[config.mk]
export PLATFORM = sky130hd
export DESIGN_NAME = memctrl_host_master
export DESIGN_NICKNAME = d
export VERILOG_FILES = /design/src/rtl/memctrl_pkg.sv /design/src/rtl/memctrl_rd_hold.sv /design/src/rtl/memctrl_host_master.sv
export SDC_FILE = /design/constraint.sdc
export NUM_CORES = 1
export LEC_CHECK = 0
export ABC_AREA = 1
export CELL_PAD_IN_SITES_DETAIL_PLACEMENT = 0
export CELL_PAD_IN_SITES_GLOBAL_PLACEMENT = 1
export CORE_ASPECT_RATIO = 1.75
export CORE_MARGIN = 3
export CORE_UTILIZATION = 35
export DETAILED_ROUTE_END_ITERATION = 10
export GPL_TIMING_DRIVEN = 1
export PLACE_DENSITY_LB_ADDON = 0.12
export SLEW_MARGIN = 30
export SYNTH_ARGS = -nofsm -noshare
export SYNTH_HDL_FRONTEND = slang
export SYNTH_SLANG_ARGS = --single-unit
[constraint.sdc]
create_clock -name clk -period 3 [get_ports clk]
set_input_delay 0.6 -clock clk [delete_from_list [all_inputs] [get_ports clk]]
set_output_delay 0.6 -clock clk [all_outputs]
set_load 0.05 [all_outputs]
[src/rtl/memctrl_pkg.sv]
// Shared constants for the MEMCTRL host-side initiator: FSM encoding, idle strobe levels and
// bank field position within the 16-bit address.
package memctrl_pkg;

  // FSM encoding, kept as plain constants for compatibility with older tools.
  localparam logic [1:0] StIdle    = 2'd0;
  localparam logic [1:0] StSetup   = 2'd1;
  localparam logic [1:0] StStrobe  = 2'd2;
  localparam logic [1:0] StRecover = 2'd3;

  // Strobe levels while no access is in flight.
  localparam logic IdleCe  = 1'b0;
  localparam logic IdleCsb = 1'b1;
  localparam logic IdleOeb = 1'b1;
  localparam logic IdleWeb = 1'b1;

  // Bank select lives in the top two address bits; bursts simply carry across it.
  localparam int unsigned BankMsb = 15;
  localparam int unsigned BankLsb = 14;

  function automatic logic [1:0] bank_of(input logic [15:0] a);
    return a[BankMsb:BankLsb];
  endfunction

endpackage

[src/rtl/memctrl_rd_hold.sv]
// One-entry read-data holding register. A captured beat is presented on rd_valid/rd_data and
// held until the consumer asserts rd_ready.
module memctrl_rd_hold (
  input  logic       clk,
  input  logic       rstn,
  input  logic       in_valid,
  input  logic [7:0] in_data,
  input  logic       rd_ready,
  output logic       rd_valid,
  output logic [7:0] rd_data
);

  logic       valid_q;
  logic [7:0] data_q;

  // Load on capture, drop valid once consumed; the initiator never loads while still valid.
  always_ff @(posedge clk) begin
    if (!rstn) begin
      valid_q <= 1'b0;
      data_q  <= 8'h00;
    end else if (in_valid) begin
      valid_q <= 1'b1;
      data_q  <= in_data;
    end else if (rd_ready) begin
      valid_q <= 1'b0;
    end
  end

  assign rd_valid = valid_q;
  assign rd_data  = data_q;

endmodule

[src/rtl/memctrl_host_master.sv]
// MEMCTRL bus initiator: accepts single/burst requests and issues one registered strobe cycle
// per beat, separated by a recovery gap. Read data is captured RD_LAT edges after the strobe
// and handed to the requester through a one-entry holding register.
module memctrl_host_master
  import memctrl_pkg::*;
#(
  parameter int unsigned GAP_CYC = 2,
  parameter int unsigned RD_LAT  = 2,
  parameter int unsigned LEN_W   = 4
) (
  input  logic             clk,
  input  logic             rstn,
  input  logic             req_valid,
  output logic             req_ready,
  input  logic             req_write,
  input  logic [15:0]      req_addr,
  input  logic [LEN_W-1:0] req_len,
  input  logic             wr_valid,
  output logic             wr_ready,
  input  logic [7:0]       wr_data,
  output logic             rd_valid,
  input  logic             rd_ready,
  output logic [7:0]       rd_data,
  output logic             busy,
  output logic [15:0]      addr,
  output logic             ce,
  output logic             csb,
  output logic [7:0]       idata,
  output logic             oeb,
  output logic             web,
  input  logic [7:0]       odata
);

  // One down-counter serves both the recovery gap and the read capture point. It is loaded on
  // the strobe-asserting edge and decrements once per cycle, saturating at zero.
  localparam int unsigned    CntMax  = (GAP_CYC > RD_LAT) ? GAP_CYC : RD_LAT;
  localparam int unsigned    CntW    = $clog2(CntMax + 1);
  localparam logic [CntW-1:0] CntLoad = CntW'(CntMax);
  localparam logic [CntW-1:0] CapCnt  = CntW'(CntMax - RD_LAT + 1);
  localparam logic [CntW-1:0] GapCnt  = CntW'(CntMax - GAP_CYC);

  logic [1:0]       state_q, state_d;
  logic             write_q, write_d;
  logic [LEN_W-1:0] beats_q, beats_d;
  logic [CntW-1:0]  cnt_q, cnt_d;
  logic [15:0]      addr_q, addr_d;
  logic             ce_q, ce_d;
  logic             csb_q, csb_d;
  logic             oeb_q, oeb_d;
  logic             web_q, web_d;
  logic [7:0]       idata_q, idata_d;
  logic             rd_wait_q, rd_wait_d;
  logic             cap_pend_q, cap_pend_d;
  logic [7:0]       cap_q, cap_d;
  logic             gap_done, rd_done;

  // Read beats may only move on once their data sits in the holding register and has been (or
  // is being) consumed; this keeps a new capture from ever colliding with a pending one.
  assign gap_done = (cnt_q <= GapCnt);
  assign rd_done  = write_q | (~rd_wait_q & ~cap_pend_q & (~rd_valid | rd_ready));

  // Next-state and registered-output computation.
  always_comb begin
    state_d    = state_q;
    write_d    = write_q;
    beats_d    = beats_q;
    cnt_d      = (cnt_q != '0) ? cnt_q - 1'b1 : cnt_q;
    addr_d     = addr_q;
    ce_d       = ce_q;
    csb_d      = csb_q;
    oeb_d      = oeb_q;
    web_d      = web_q;
    idata_d    = idata_q;
    rd_wait_d  = rd_wait_q;
    cap_pend_d = 1'b0;
    cap_d      = cap_q;

    if (rd_wait_q && (cnt_q == CapCnt)) begin
      rd_wait_d  = 1'b0;
      cap_pend_d = 1'b1;
      cap_d      = odata;
    end

    case (state_q)
      StIdle: begin
        if (req_valid) begin
          write_d = req_write;
          addr_d  = req_addr;
          beats_d = req_len;
          state_d = StSetup;
        end
      end
      StSetup: begin
        if (!write_q || wr_valid) begin
          state_d   = StStrobe;
          ce_d      = 1'b1;
          csb_d     = 1'b0;
          oeb_d     = write_q;
          web_d     = ~write_q;
          cnt_d     = CntLoad;
          rd_wait_d = ~write_q;
          if (write_q) begin
            idata_d = wr_data;
          end
        end
      end
      StStrobe: begin
        state_d = StRecover;
        ce_d    = IdleCe;
        csb_d   = IdleCsb;
        oeb_d   = IdleOeb;
        web_d   = IdleWeb;
        idata_d = 8'h00;
      end
      StRecover: begin
        if (gap_done && rd_done) begin
          if (beats_q != '0) begin
            beats_d = beats_q - 1'b1;
            addr_d  = addr_q + 16'd1;
            state_d = StSetup;
          end else begin
            state_d = StIdle;
          end
        end
      end
      default: state_d = StIdle;
    endcase
  end

  // State and MEMCTRL-side output registers; reset aborts any burst in progress.
  always_ff @(posedge clk) begin
    if (!rstn) begin
      state_q    <= StIdle;
      write_q    <= 1'b0;
      beats_q    <= '0;
      cnt_q      <= '0;
      addr_q     <= 16'h0000;
      ce_q       <= IdleCe;
      csb_q      <= IdleCsb;
      oeb_q      <= IdleOeb;
      web_q      <= IdleWeb;
      idata_q    <= 8'h00;
      rd_wait_q  <= 1'b0;
      cap_pend_q <= 1'b0;
      cap_q      <= 8'h00;
    end else begin
      state_q    <= state_d;
      write_q    <= write_d;
      beats_q    <= beats_d;
      cnt_q      <= cnt_d;
      addr_q     <= addr_d;
      ce_q       <= ce_d;
      csb_q      <= csb_d;
      oeb_q      <= oeb_d;
      web_q      <= web_d;
      idata_q    <= idata_d;
      rd_wait_q  <= rd_wait_d;
      cap_pend_q <= cap_pend_d;
      cap_q      <= cap_d;
    end
  end

  memctrl_rd_hold u_rd_hold (
    .clk      (clk),
    .rstn     (rstn),
    .in_valid (cap_pend_q),
    .in_data  (cap_q),
    .rd_ready (rd_ready),
    .rd_valid (rd_valid),
    .rd_data  (rd_data)
  );

  assign req_ready = (state_q == StIdle);
  assign busy      = (state_q != StIdle);
  assign wr_ready  = (state_q == StSetup) && write_q;
  assign addr      = addr_q;
  assign ce        = ce_q;
  assign csb       = csb_q;
  assign oeb       = oeb_q;
  assign web       = web_q;
  assign idata     = idata_q;

endmodule

* Word-level counts from Yosys, hierarchy flattened
Index checks and enable logic that the tools add are counted.
** Operators by class
- Add/subtract/negate cells :: 3
- $mul :: 0
- Div/mod/pow operators :: 0
- Magnitude comparators :: 1
- Equality and inequality tests :: 9
- Shift operators :: 0
- Multiplexer cells :: 33
- Bitwise logic cells :: 8
- Reductions and logical operators :: 17
** Operator list (number)
- 2-to-1 mux 16 bit :: 3
- case mux 16 bit (2 select lines) :: 1
- adder 16 x 1 -> 16 bit (second input constant) :: 1
- 2-to-1 mux 8 bit :: 2
- case mux 8 bit (2 select lines) :: 1
- 2-to-1 mux 2 bit :: 6
- 2-to-1 mux 4 bit :: 3
- 2-to-1 mux 1 bit :: 11
- != test 2 bit (second input constant) :: 5
- nonzero test 2 bit :: 5
- case mux 1 bit (2 select lines) :: 4
- case mux 2 bit (4 select lines) :: 1
- case mux 4 bit (2 select lines) :: 1
- AND reduction 3 bit :: 2
- equality test 2 x 1 -> 1 bit (second input constant) :: 2
- equality test 2 bit (second input constant) :: 2
- NOT 1 bit :: 4
- AND reduction 2 bit :: 2
- AND reduction 4 bit :: 1
- nonzero test 4 bit :: 1
- subtractor 4 x 1 -> 4 bit (second input constant) :: 1
- logical AND 1 bit :: 3
- bitwise AND 1 bit :: 2
- less-or-equal comparator 2 x 1 -> 1 bit (second input constant) :: 1
- other kinds (5) :: 6
** Storage, ports and cells
- Flip-flop bits (word level) :: 56
- Latch bits :: 0
- Bits in writable memories :: 0
- Bits in read-only memories :: 0
- Bits of input ports :: 42
- Output and inout port bits :: 40
- Word-level logic and storage cells :: 86
- Memories :: 0

* Longest topological paths before layout
- Depth after elaboration :: 7
- Gate-level depth with buffers :: 11
- Mapped depth without buffers :: 10

* Hierarchy
Synthesis repeated with hierarchy kept, for this count alone.
** Unflattened totals
- Cells, all modules :: 406
- Area total of the unflattened synthesis :: 2803.9 µm²
** Modules (own cells, without submodules)
- memctrl_host_master :: times used 1, cells each 368, area each 2499.9 µm², sequential area each 940.9 µm²
- memctrl_rd_hold :: times used 1, cells each 38, area each 304.0 µm², sequential area each 180.2 µm²

* Worst setup path after synthesis
No wires, ideal clock.
- Path type :: flip-flop to flip-flop
- Start :: reg state_q[0]
- End :: reg addr_q[2] (netlist: addr[2])
- Library setup time :: 0.070 ns
- Arrival time :: 2.111 ns
- Required time :: 2.930 ns
- Slack :: 0.819 ns
- Stages on the path, launching flop included :: 10
- Buffers on the path :: 2
- Period minus slack after synthesis :: 2.181 ns
- Path through :: dfxtp_1 -> inv_1 -> ha_1 -> inv_2 -> or2_2 -> buf_6 -> nand3_4 -> buf_6 -> nand2_1 -> a21oi_1
** Between the ends
- Cells in the longest elaborated chain, start to end :: 3
- Elaborated cells between the ends (all ways) :: 8
- Those cells by class :: 4 x eq/ne; 1 x mux; 3 x reduce/logical
** Ends and longest elaborated chain
- start, declared :: line memctrl_host_master.sv:42 : logic [1:0] state_q, state_d;
- start signal, assigned :: line memctrl_host_master.sv:133 : state_q <= StIdle;
- start signal, assigned :: line memctrl_host_master.sv:147 : state_q <= state_d;
- zero test 2 bit *
- net req_ready :: line memctrl_host_master.sv:14 : output logic req_ready,
- != test 2 bit (no line) / nonzero test 2 bit (equally long branches)
- AND reduction 4 bit (no line)
- end signal, assigned :: line memctrl_host_master.sv:151 : addr_q <= addr_d;
- end, declared :: line memctrl_host_master.sv:46 : logic [15:0] addr_q, addr_d;
The timed path passes the listed nets; every way through them passes the cells marked *.
A chain may end at the register's enable or synchronous reset.

* Worst setup path after layout
- Start :: reg state_q[1]
- End :: out wr_ready
** Between the ends
- Cells in the longest elaborated chain, start to end :: 2
** Ends and longest elaborated chain
- equality test 2 x 1 -> 1 bit :: line memctrl_host_master.sv:175 : assign wr_ready = (state_q == StSetup) && write_q;
- logical AND 1 bit :: line memctrl_host_master.sv:175
- end, declared :: line memctrl_host_master.sv:19 : output logic wr_ready,
Every way passes these cells.

==> implementation parameters <==
Parameter                              Value

Die
  Number of ports placed on the die boundary    82
  Y dimension of the die    125 µm
  Die Width    74.1 µm
  Area of the core    7720 µm²
  Die ar.    9280 µm²
  Effective utilization at floorplan    0.368
  Number of cell rows    42

Worst setup path
  Req. time, crit path    2.40 ns
  Largest driver fanout on the critical path    4
  Critical-path top delay cell    clkdlybuf4s50_1
  End point of the critical path    wr_ready
  R2R Setup Slk    1.00 ns
  Crit-path max cell delay    0.82 ns
  Register-to-Register Path Depth    8
  Launching element of the worst setup path    state_q[1]
  Buffers plus inverters on the worst setup path    3
  Element type at the critical path end    primary output
  CP delay by family, top    buffers and inverters
  Worst flop-to-flop path endpoint    addr[2]
  Critical path start-end classification    flip-flop to primary output
  Levels on crit path    5
  Reg-to-reg startpoint    state_q[1]
  Worst path arrival time    approximately 2.0 ns
  Worst-path cell chain    inv_1, ha_1, nand2_1, inv_1, clkdlybuf4s50_1
  Startpoint type of the worst setup path    flip-flop
  Cell repeated most along the worst path    inv_1

CTS
  Clock Tree Buf Depth    2
  H-Tree Level Count    2
  Post-CTS repair timing setup buffer count    0
  Number of buffers created by CTS    5
  Root buffer selected by CTS    clkbuf_16
  Clock Sink Count    56
  Insertion delay to the later sink of the worst-skew pair    0.30 ns
  Clock slew at reported path FFs    0.07 ns
  CTS tree    yes
  Cts-stage hold buffer count    0
  Number of resized instances in the post-cts repair step    0

Final layout
  Share of the core filled with cells in the final layout    0.500
  Filler cells    812
  Leading cell type in the layout, fill and taps excluded    nand2_1
  Post-synthesis to final-layout area growth    35.8%
  Number of inserted diodes    0
  Most frequent cells in the layout    130 x nand2_1, 81 x clkdlybuf4s50_1, 58 x nor2_1, 56 x dfxtp_1, 46 x inv_1
  Net count reported at finish    557
  Share of final-layout standard cells stronger than drive strength 1    0.0412

Placement
  Final Wtd Congestion    0.821
  Detailed placement HPWL    5700 µm
  Buffers on Ports    81

GRT
  GRT Total Usage    0.173
  Initial antenna violation count    0
  Number of global-route vias before repair    about 2700
  Global-route wire length before repair    around 13000 µm
  Overflow left after global routing    0
  Largest net degree at the start of global routing    40

Logic synthesis
  Syn_nets    482
  Per-instance average area after synthesis    about 6.6 µm²
  Post-synthesis instance area    2840 µm²
  Post-synth top area cell    dfxtp_1
  Yosys cell types    27
  Flops & latches, synth    56
  Number of warning messages in the yosys log    0
  Top cells by area in the synthesized netlist    dfxtp_1 39%, nand2_1 17%, nor2_1 7.7%
  Cell count after synthesis    about 430
  Share of synthesized area occupied by flip-flops and latches    0.394
  Proportion of netlist area held by the largest area contributor    0.394

Timing
  Min Clock Period, post-route    2.59 ns
  Maximum clock frequency    387 MHz
  Actual transition at the worst max-transition pin    0.590 ns
  Final Hold Fails    0
  Relative slew margins    0.605
  Finish-stage setup viols    0
  Setup Skew    0.00528 ns
  Post-route setup TNS    0 ns
  Post-route fraction of the period consumed by the critical path    0.862
  RSZ-0062 raised after global routing    no
  Final number of max-transition violations    0

Pwr
  Sw Share    0.457
  Switching pwr    0.00159 W
  Proportion of power drawn by the clock network    0.199
  Part of the total power dissipated in sequential elements    0.309
  Power density of the placed cells    901 nW/µm²
  Pleak    ~1.6 nW
  Comb pwr share    0.492
  Internal Pwr Total    0.00189 W
  IR Drop Worst-Case VDD    around 560 µV

Routing
  Post-route ant nets    0
  Routed vias    ~2900
  Number of iterations in the first detailed-routing pass    4
  Detailed-route vias per instance    4.84
  Number of design rule violations left after detail routing    0
  Total detailed-routing wirelength    7610 µm
  DR iter-0 viols    84
  Routed wire length per instance    12.7 µm

Min path
  Hold WC Path Type    flip-flop to flip-flop

Outcome
  Status    completed

Run
  Max-cap violations    0
## power groups by stage
stage | clock, W | sequential [W] | combinational [W]
2_1_floorplan | 0 | 0.00145 | 0.000902
3_3_place_gp | 0 | 0.00109 | 0.00171
3_5_place_dp | 0 | 0.00109 | 0.00173
4_1_cts | 0.000717 | 0.00107 | 0.00173
5_1_grt | 0.000737 | 0.00110 | 0.00192
6_report | 0.000693 | 0.00107 | 0.00171
## state kept, by name, summed over array words and instances (netlist names)
signal,cells
addr,16
beats_q,4
cap_pend_q,1
cap_q,8
ce,1
cnt_q,2
csb,1
idata,8
oeb,1
rd_wait_q,1
state_q,2
u_rd_hold.rd_data,8
u_rd_hold.rd_valid,1
web,1
write_q,1
## through the flow
stage / area, µm² / power, W / hold slack [ns] / worst slack, ns / std cells
floorplan: 2840 / 0.00236 / 0.430 / 0.819 / 434
global placement: 3680 / 0.00280 / 0.441 / 0.728 / 590
detailed placement: 3680 / 0.00282 / 0.448 / 0.734 / 590
CTS: 3860 / 0.00353 / 0.459 / 0.390 / 598
global route: 3860 / 0.00376 / 0.470 / 0.313 / 598
finish: 3860 / 0.00348 / 0.451 / 0.414 / 598
## synthesized netlist by cell type (all sizes together)
library cell / instances
ha: 6
buf: 6
nor4: 1
nand3: 30
nand2: 132
dfxtp: 56
nor2: 59
or2: 2
o21ai: 31
inv: 48
clkbuf: 10
o211ai: 1
a21oi: 37
nor3: 1
xnor2: 1
o32ai: 1
o21a: 1
nand4: 11
## final cells by class
cell class / count / area (µm²) / area share
timing repair buffer: 84 / 833 / 0.216
clock inverter: 3 / 50.0 / 0.0130
tap: 88 / 110 / 0.0285
sequential: 56 / 1120 / 0.290
clock buffer: 5 / 125 / 0.0324
multi-input combinational: 314 / 1440 / 0.373
inverter: 48 / 180 / 0.0467
## worst min path at each step
stage / from / end / slack [ns] / cells past startpoint
after CTS: cap_q[0] / u_rd_hold.rd_data[0] / 0.46 / 2
after global routing: cap_q[4] / cap_q[4] / 0.47 / 2
after global placement: cap_q[1] / cap_q[1] / 0.44 / 2
final: cap_q[0] / u_rd_hold.rd_data[0] / 0.45 / 2
after detailed placement: cap_q[4] / cap_q[4] / 0.45 / 2
after floorplan: cap_q[0] / cap_q[0] / 0.43 / 2
## logic make-up after synthesis
kind of cell | synth area share
simple gates | 0.346
compound gates | 0.131
buf+inv | 0.0990
flops | 0.394
fa+ha+maj | 0.0264
xor+xnor | 0.00308
## per-layer routing
metal,track usage,routed length (µm),up-vias
li1,-,-,1531
met1,0.187,2990,1291
met2,0.319,4140,59
met3,0.0297,299,11
met4,0.0662,183,0
met5,0,0,-
## tightest hold or removal path: stages, from the launching register on
cell and delay (ns):
dfxtp_1 0.30, inv_1 0.06, a21oi_1 0.05
Note: power is estimated with default switching activity, not from simulation.
